`src/rtl/mem_bridge.sv`:
```
// Bridge between the multicycle controller and a variable-latency unified memory.
// Converts single-cycle strobes into a req/ack transaction, stalls the controller, owns IR and MDR.
module mem_bridge #(
    parameter int unsigned DATA_W  = 32,
    parameter int unsigned TIMEOUT = 16
) (
    input  logic              clk,
    input  logic              rst,
    input  logic              MemRead,
    input  logic              MemWrite,
    input  logic              IRWrite,
    input  logic              IorD,
    input  logic [DATA_W-1:0] pc,
    input  logic [DATA_W-1:0] alu_out,
    input  logic [DATA_W-1:0] wdata,
    output logic              stall,
    output logic [DATA_W-1:0] instr,
    output logic [DATA_W-1:0] mdr,
    output logic              bus_error,
    output logic              mem_req,
    output logic              mem_we,
    output logic [DATA_W-1:0] mem_addr,
    output logic [DATA_W-1:0] mem_wdata,
    input  logic [DATA_W-1:0] mem_rdata,
    input  logic              mem_ack
);

    localparam int unsigned CNT_W = (TIMEOUT > 1) ? $clog2(TIMEOUT) : 1;

    typedef enum logic [1:0] {
        S_IDLE = 2'd0,
        S_REQ  = 2'd1,
        S_DONE = 2'd2,
        S_ERR  = 2'd3
    } state_t;

    state_t              r_state, w_state_nxt;
    logic                r_mem_req, w_mem_req_nxt;
    logic                r_mem_we, w_mem_we_nxt;
    logic [DATA_W-1:0]   r_mem_addr, w_mem_addr_nxt;
    logic [DATA_W-1:0]   r_mem_wdata, w_mem_wdata_nxt;
    logic [DATA_W-1:0]   r_instr, w_instr_nxt;
    logic [DATA_W-1:0]   r_mdr, w_mdr_nxt;
    logic                r_bus_error, w_bus_error_nxt;
    logic                r_dest, w_dest_nxt;
    logic [CNT_W-1:0]    r_cnt, w_cnt_nxt;
    logic [DATA_W-1:0]   w_addr_sel;
    logic                w_stall;

    assign w_addr_sel = IorD ? alu_out : pc;

    // State and datapath registers
    always_ff @(posedge clk or negedge rst) begin
        if (!rst) begin
            r_state     <= S_IDLE;
            r_mem_req   <= 1'b0;
            r_mem_we    <= 1'b0;
            r_mem_addr  <= '0;
            r_mem_wdata <= '0;
            r_instr     <= '0;
            r_mdr       <= '0;
            r_bus_error <= 1'b0;
            r_dest      <= 1'b0;
            r_cnt       <= '0;
        end else begin
            r_state     <= w_state_nxt;
            r_mem_req   <= w_mem_req_nxt;
            r_mem_we    <= w_mem_we_nxt;
            r_mem_addr  <= w_mem_addr_nxt;
            r_mem_wdata <= w_mem_wdata_nxt;
            r_instr     <= w_instr_nxt;
            r_mdr       <= w_mdr_nxt;
            r_bus_error <= w_bus_error_nxt;
            r_dest      <= w_dest_nxt;
            r_cnt       <= w_cnt_nxt;
        end
    end

    // Next-state, next-register values and stall decode
    always_comb begin
        w_state_nxt     = r_state;
        w_mem_req_nxt   = r_mem_req;
        w_mem_we_nxt    = r_mem_we;
        w_mem_addr_nxt  = r_mem_addr;
        w_mem_wdata_nxt = r_mem_wdata;
        w_instr_nxt     = r_instr;
        w_mdr_nxt       = r_mdr;
        w_bus_error_nxt = r_bus_error;
        w_dest_nxt      = r_dest;
        w_cnt_nxt       = r_cnt;
        w_stall         = 1'b0;

        case (r_state)
            S_IDLE: begin
                w_stall = MemRead | MemWrite;
                if (MemRead ^ MemWrite) begin
                    if (w_addr_sel[1:0] != 2'b00) begin
                        w_state_nxt     = S_ERR;
                        w_bus_error_nxt = 1'b1;
                    end else begin
                        w_state_nxt     = S_REQ;
                        w_mem_req_nxt   = 1'b1;
                        w_mem_we_nxt    = MemWrite;
                        w_mem_addr_nxt  = w_addr_sel;
                        w_mem_wdata_nxt = wdata;
                        w_dest_nxt      = IRWrite;
                        w_cnt_nxt       = '0;
                    end
                end else if (MemRead & MemWrite) begin
                    w_state_nxt     = S_ERR;
                    w_bus_error_nxt = 1'b1;
                end
            end
            S_REQ: begin
                w_stall = 1'b1;
                // An ack in the final timeout cycle still completes the access
                if (mem_ack) begin
                    if (!r_mem_we) begin
                        if (r_dest) begin
                            w_instr_nxt = mem_rdata;
                        end else begin
                            w_mdr_nxt = mem_rdata;
                        end
                    end
                    w_state_nxt   = S_DONE;
                    w_mem_req_nxt = 1'b0;
                end else if (r_cnt == CNT_W'(TIMEOUT - 1)) begin
                    w_state_nxt     = S_ERR;
                    w_mem_req_nxt   = 1'b0;
                    w_bus_error_nxt = 1'b1;
                end else begin
                    w_cnt_nxt = r_cnt + CNT_W'(1);
                end
            end
            S_DONE: begin
                w_state_nxt = S_IDLE;
                w_cnt_nxt   = '0;
            end
            S_ERR: begin
                w_stall = 1'b1;
            end
            default: begin
                w_state_nxt = S_IDLE;
            end
        endcase
    end

    // Stall is forced low while reset is asserted
    assign stall     = rst & w_stall;
    assign instr     = r_instr;
    assign mdr       = r_mdr;
    assign bus_error = r_bus_error;
    assign mem_req   = r_mem_req;
    assign mem_we    = r_mem_we;
    assign mem_addr  = r_mem_addr;
    assign mem_wdata = r_mem_wdata;

endmodule
```
`config.mk`:
```
export PLATFORM = sky130hd
export DESIGN_NAME = mem_bridge
export DESIGN_NICKNAME = d
export VERILOG_FILES = /design/src/rtl/mem_bridge.sv
export SDC_FILE = /design/constraint.sdc
export NUM_CORES = 1
export LEC_CHECK = 0
export ABC_CLOCK_PERIOD_IN_PS = 2900
export BUFFER_PORTS_ARGS = -buffer_cell sky130_fd_sc_hd__buf_2
export CAP_MARGIN = 20
export CORE_MARGIN = 5
export CORE_UTILIZATION = 49
export CTS_CLUSTER_DIAMETER = 80
export CTS_CLUSTER_SIZE = 30
export DETAILED_ROUTE_END_ITERATION = 6
export GPL_ROUTABILITY_DRIVEN = 0
export PLACE_DENSITY_LB_ADDON = 0.15
export SETUP_SLACK_MARGIN = 0.05
export SLEW_MARGIN = 20
export SYNTH_ARGS = -nofsm -noshare
export SYNTH_HDL_FRONTEND = slang
export SYNTH_SLANG_ARGS = --single-unit
```
`constraint.sdc`:
```
create_clock -name clk -period 2.9 [get_ports clk]
set_input_delay 0.145 -clock clk [delete_from_list [all_inputs] [get_ports clk]]
set_output_delay 0.145 -clock clk [all_outputs]
set_load 0.1 [all_outputs]
```
## Word level (Yosys, flattened, before mapping)

Index checks and enable logic that the tools add are counted.

- Register bits: 138
- Input port bits: 135
- Output and inout port bits: 132
- Word-level logic and storage cells: 66

- Add/subtract/negate cells: 1
- Eq/ne operators: 12
- Mux-type cells: 24
- Bitwise operators: 7
- Reduce and logical (&&, ||, !) cells: 12

Operators with widths:

| operator | number |
|---|---|
| $mux W32 | 1 |
| $mux W4 | 4 |
| $pmux W4 S3 | 1 |
| $reduce_and A4 Y1 | 3 |
| $mux W2 | 5 |
| $ne A2 B2 Y1 const B | 5 |
| $reduce_and A5 Y1 | 2 |
| $mux W1 | 9 |
| $ne A3 B3 Y1 const B | 3 |
| $pmux W1 S2 | 3 |
| $pmux W2 S3 | 1 |
| $reduce_and A3 Y1 | 2 |
| $add A4 B1 Y4 const B | 1 |
| $eq A2 B2 Y1 const B | 2 |
| $eq A4 B4 Y1 const B | 1 |
| $reduce_bool A2 Y1 | 2 |
| $not A1 Y1 | 3 |
| $reduce_bool A3 Y1 | 1 |
| $and A1 B1 Y1 | 2 |
| $eq A2 B1 Y1 const B | 1 |
| $logic_not A2 Y1 | 1 |
| $reduce_or A2 Y1 | 1 |
| $or A1 B1 Y1 | 1 |
| $xor A1 B1 Y1 | 1 |

## Longest topological paths before layout

- Depth in word-level cells: 5
- Depth in mapped cells: 8
- Depth with buffers taken out: 6

## Worst setup path before layout

Ideal clock, no wire load.

- Kind: register to output
- Start point: register r_state[1]
- End point: output port stall
- Arrival: 3.042 ns
- Required time: 2.755 ns
- Path slack: -0.287 ns
- Cell stages (with the launch flop): 5
- Buffers on the path: 0
- Cells stage by stage: dfrtp_1 > inv_1 > ha_1 > a211oi_1 > nor3b_1

- Word-level cells in the longest chain between the ends: 4
- Elaborated cells on any way between the ends: 6
- Classes of those cells: eq/ne: 2; mux: 1; bitwise: 1; reduce/logical: 2

RTL lines:

| what | RTL line | source |
|---|---|---|
| from (decl) | 37 | `state_t r_state, w_state_nxt;` |
| from (signal assigned) | 66 | `r_state <= w_state_nxt;` |
| $eq A2 B1 Y1 or $eq A2 B2 Y1 (tied branches) | 93 | `case (r_state)` |
| $reduce_or A2 Y1 (no source line) | - |  |
| $pmux W1 S2 * | 93 |  |
| $and A1 B1 Y1 * | 149 | `assign stall = rst & w_stall;` |
| to (decl) | 16 | `output logic stall,` |

Mark *: on every way between the ends. The rest lies on a longest branch, timed or not.

## Worst setup path after layout

Same ends and word-level chain as after synthesis.

==> flow_metrics.tcl <==
set metrics [dict create \
    slew_violations 0 \
    fin_crit_ps 2173 \
    synthAdderAreaFrac_pct 2.323 \
    synth_area_mm2 0.005924 \
    path_clk_slew_ps 60 \
    vias 4579 \
    finalCritPeriodShare_pct 74.92 \
    finalNetCount 901 \
    r2r-start "r_state[1]" \
    start_kind "flip-flop" \
    rsz0062_at_grt "false" \
    status "finished, final reports clean" \
    synth-simple-area-share_pct 4.372 \
    end_kind "output port" \
    drt-initial-drc-count 269 \
    ys_seq_elements 138 \
    worst_slew_margin_rel_pct 55.63 \
    synthArstFlopShare_pct 100.0 \
    row_count 40 \
    io_pins 267 \
    worstPathArrival_ps 2030 \
    cts_tree "yes" \
    syn_inst 418 \
    drt-vias-per-instance 4.993 \
    hp-start "pc[24]" \
    hold_violations 0 \
    required_ps 2760 \
    clk_latency_ps 410 \
    wirelength_um 16220 \
    synthTopCellsByArea "dfrtp_1 (58%), mux2_2 (12%), mux2_4 (8.4%)" \
    postSynthAreaPerCell_um2 14.17 \
    ff2ff_setup_slack_ps 840 \
    overflow 0 \
    portBuffers 266 \
    hp-class "input pin to flip-flop" \
    grtUsageMet3_pct 8.153 \
    met2_usage_pct 38.25 \
    die_y_um 120.0 \
    yosysTopAreaCell "dfrtp_1" \
    yosysUniqueCellTypes 41 \
    fin_tns_setup_ps 0 \
    worst_pin_slew_ps 665.5 \
    yosysWarnings 0 \
    crit_start "r_state[1]" \
    htreeDepth 4 \
    clock_sinks 138 \
    hpwl_um 11160 \
    muxShareOfSynthArea_pct 26.29 \
    cts_root_buf "clkbuf_16" \
    synth_top_family_by_area "multiplexers" \
    post_cts_buffers 0 \
    grtUsageMet1_pct 26.71 \
    core-area_mm2 0.01191 \
    fin_skew_ps 6.774 \
    fmax_mhz 460.3 \
    max_cap_viol_count 0 \
    worstPathCellList "inv_1 -> ha_1 -> a211oi_1 -> nor3b_2 -> buf_2" \
    start_util_pct 49.74 \
    wl_per_cell_um 17.68 \
    grt_max_degree 68 \
    synth_top_cell_area_share_pct 58.29 \
    die_w_um 120.0 \
    ant_nets 0 \
    grt_pass1_vias 4982 \
    antenna_found_initial 2 \
    fp.dieArea_mm2 0.01439 \
    top_usage_layer "met2" \
    grt_use_total_pct 23.01 \
    slowest_stage "buf_2" \
    flow.area_growth_from_synthesis_pct 45.93 \
    synth-main-ff-cell "dfrtp_1" \
    synth_xor_xnor_area_share_pct 0 \
    critPathKind "flip-flop to output port" \
    drt_pass1_iterations 4 \
    yosysSeqAreaShare_pct 58.29 \
    remaining_drc_errors 0 \
    cp_max_fo 7 \
    setup_viol 0 \
    synth-compound-area-share_pct 5.533 \
    cpPeakStageDelay_ps 460 \
    syn_nets 564 \
    synth_edf_count 0 \
    clockBufferDepth 2 \
    grt_pass1_wl_um 25920 \
    drive_gt1_share_pct 53.52 \
    cts_buffers 17 \
]
-- layer usage --
metal / share of wire [%] / up-vias
met2: 50 / 229
met3: 8.8 / 36
met1: 38 / 2152
met4: 3.1 / 0
met5: 0 / -
li1: - / 2162
-- cells by family after synthesis --
family,after synthesis
flip-flops,138
buffers and inverters,32
adder cells (fa/ha/maj),11
multiplexers,131
AO/OA/AOI/OAI,55
AND/OR/NAND/NOR,51
-- final timing paths --
path                                 to  depth (start not counted)
max in group asynchronous      instr[6]                          3
min in group asynchronous       mdr[12]                          2
min                        mem_addr[24]                          3
min reg2reg                mem_addr[22]                          2
max                               stall                          5
max reg2reg                      mdr[1]                          5
-- synthesized netlist by cell type, types with 2 or more instances --
| cell | number |
|---|---|
| buf_4 | 3 |
| ha_1 | 11 |
| o21ai_0 | 33 |
| a21oi_1 | 7 |
| nand2_1 | 35 |
| and2_1 | 2 |
| o211ai_1 | 2 |
| dfrtp_1 | 138 |
| nand3_1 | 2 |
| buf_6 | 7 |
| mux2i_1 | 33 |
| a211oi_1 | 2 |
| inv_1 | 9 |
| nor3_1 | 2 |
| buf_2 | 4 |
| clkbuf_1 | 8 |
| mux2_4 | 33 |
| mux2_2 | 64 |
-- layout make-up --
class | instances | area (µm²)
Tap cell | 147 | 183.9
Multi-Input combinational cell | 248 | 2302
Sequential cell | 138 | 3453
Clock inverter | 11 | 118.9
Inverter | 9 | 33.78
Clock buffer | 21 | 470.5
Antenna cell | 2 | 5.005
Fill cell | 791 | 3266
Timing Repair Buffer | 341 | 2078
-- through the flow --
step	hold WS, ps	area, µm²	worst slack, ps	util (%)	cells
after global routing	17.98	8646	596.1	72.58	917
after global placement	118.4	7391	916.4	62.05	817
after CTS	11.05	8641	700.0	72.54	915
after detailed placement	125.9	7391	846.5	62.05	817
final	17.85	8646	727.4	72.58	917
after floorplan	-150.6	5929	692.7	-	418
-- layout by cell type (no fill, tap or decap), types with 3 or more instances in the layout --
master / synthesis / routed
buf_2: 4 / 265
dfrtp_1: 138 / 138
dlygate4sd3_1: 0 / 66
mux2_2: 64 / 64
nand2_1: 35 / 35
mux2i_1: 33 / 33
o21ai_0: 33 / 33
mux2_4: 33 / 33
clkbuf_16: 0 / 17
ha_1: 11 / 11
inv_1: 9 / 9
buf_4: 3 / 8
a21oi_1: 7 / 7
clkinv_2: 0 / 5
clkbuf_8: 0 / 3
-- flip-flops by register name, summed over array words and instances, names as in the netlist --
| register | count |
|---|---|
| mem_wdata | 32 |
| r_state | 2 |
| mem_req | 1 |
| bus_error | 1 |
| mem_addr | 32 |
| mdr | 32 |
| r_cnt | 4 |
| mem_we | 1 |
| r_dest | 1 |
| instr | 32 |
-- critical path, delay by kind of cell (launching register included) --
family / cells / cell delay [ps]
AO/OA/AOI/OAI: 1 / 90
adder cells (fa/ha/maj): 1 / 290
buffers and inverters: 2 / 610
flip-flops: 1 / 430
AND/OR/NAND/NOR: 1 / 200
-- what timing repair did --
action	4_1_cts	5_1_grt
endpoints found under the hold margin	149	0
hold buffers	66	0
resized for setup	0	0
setup endpoints to repair	0	0
Power is left out: the tool's default activity adds up to more than one toggle a clock period on the data nets, which glitch-free logic cannot reach.
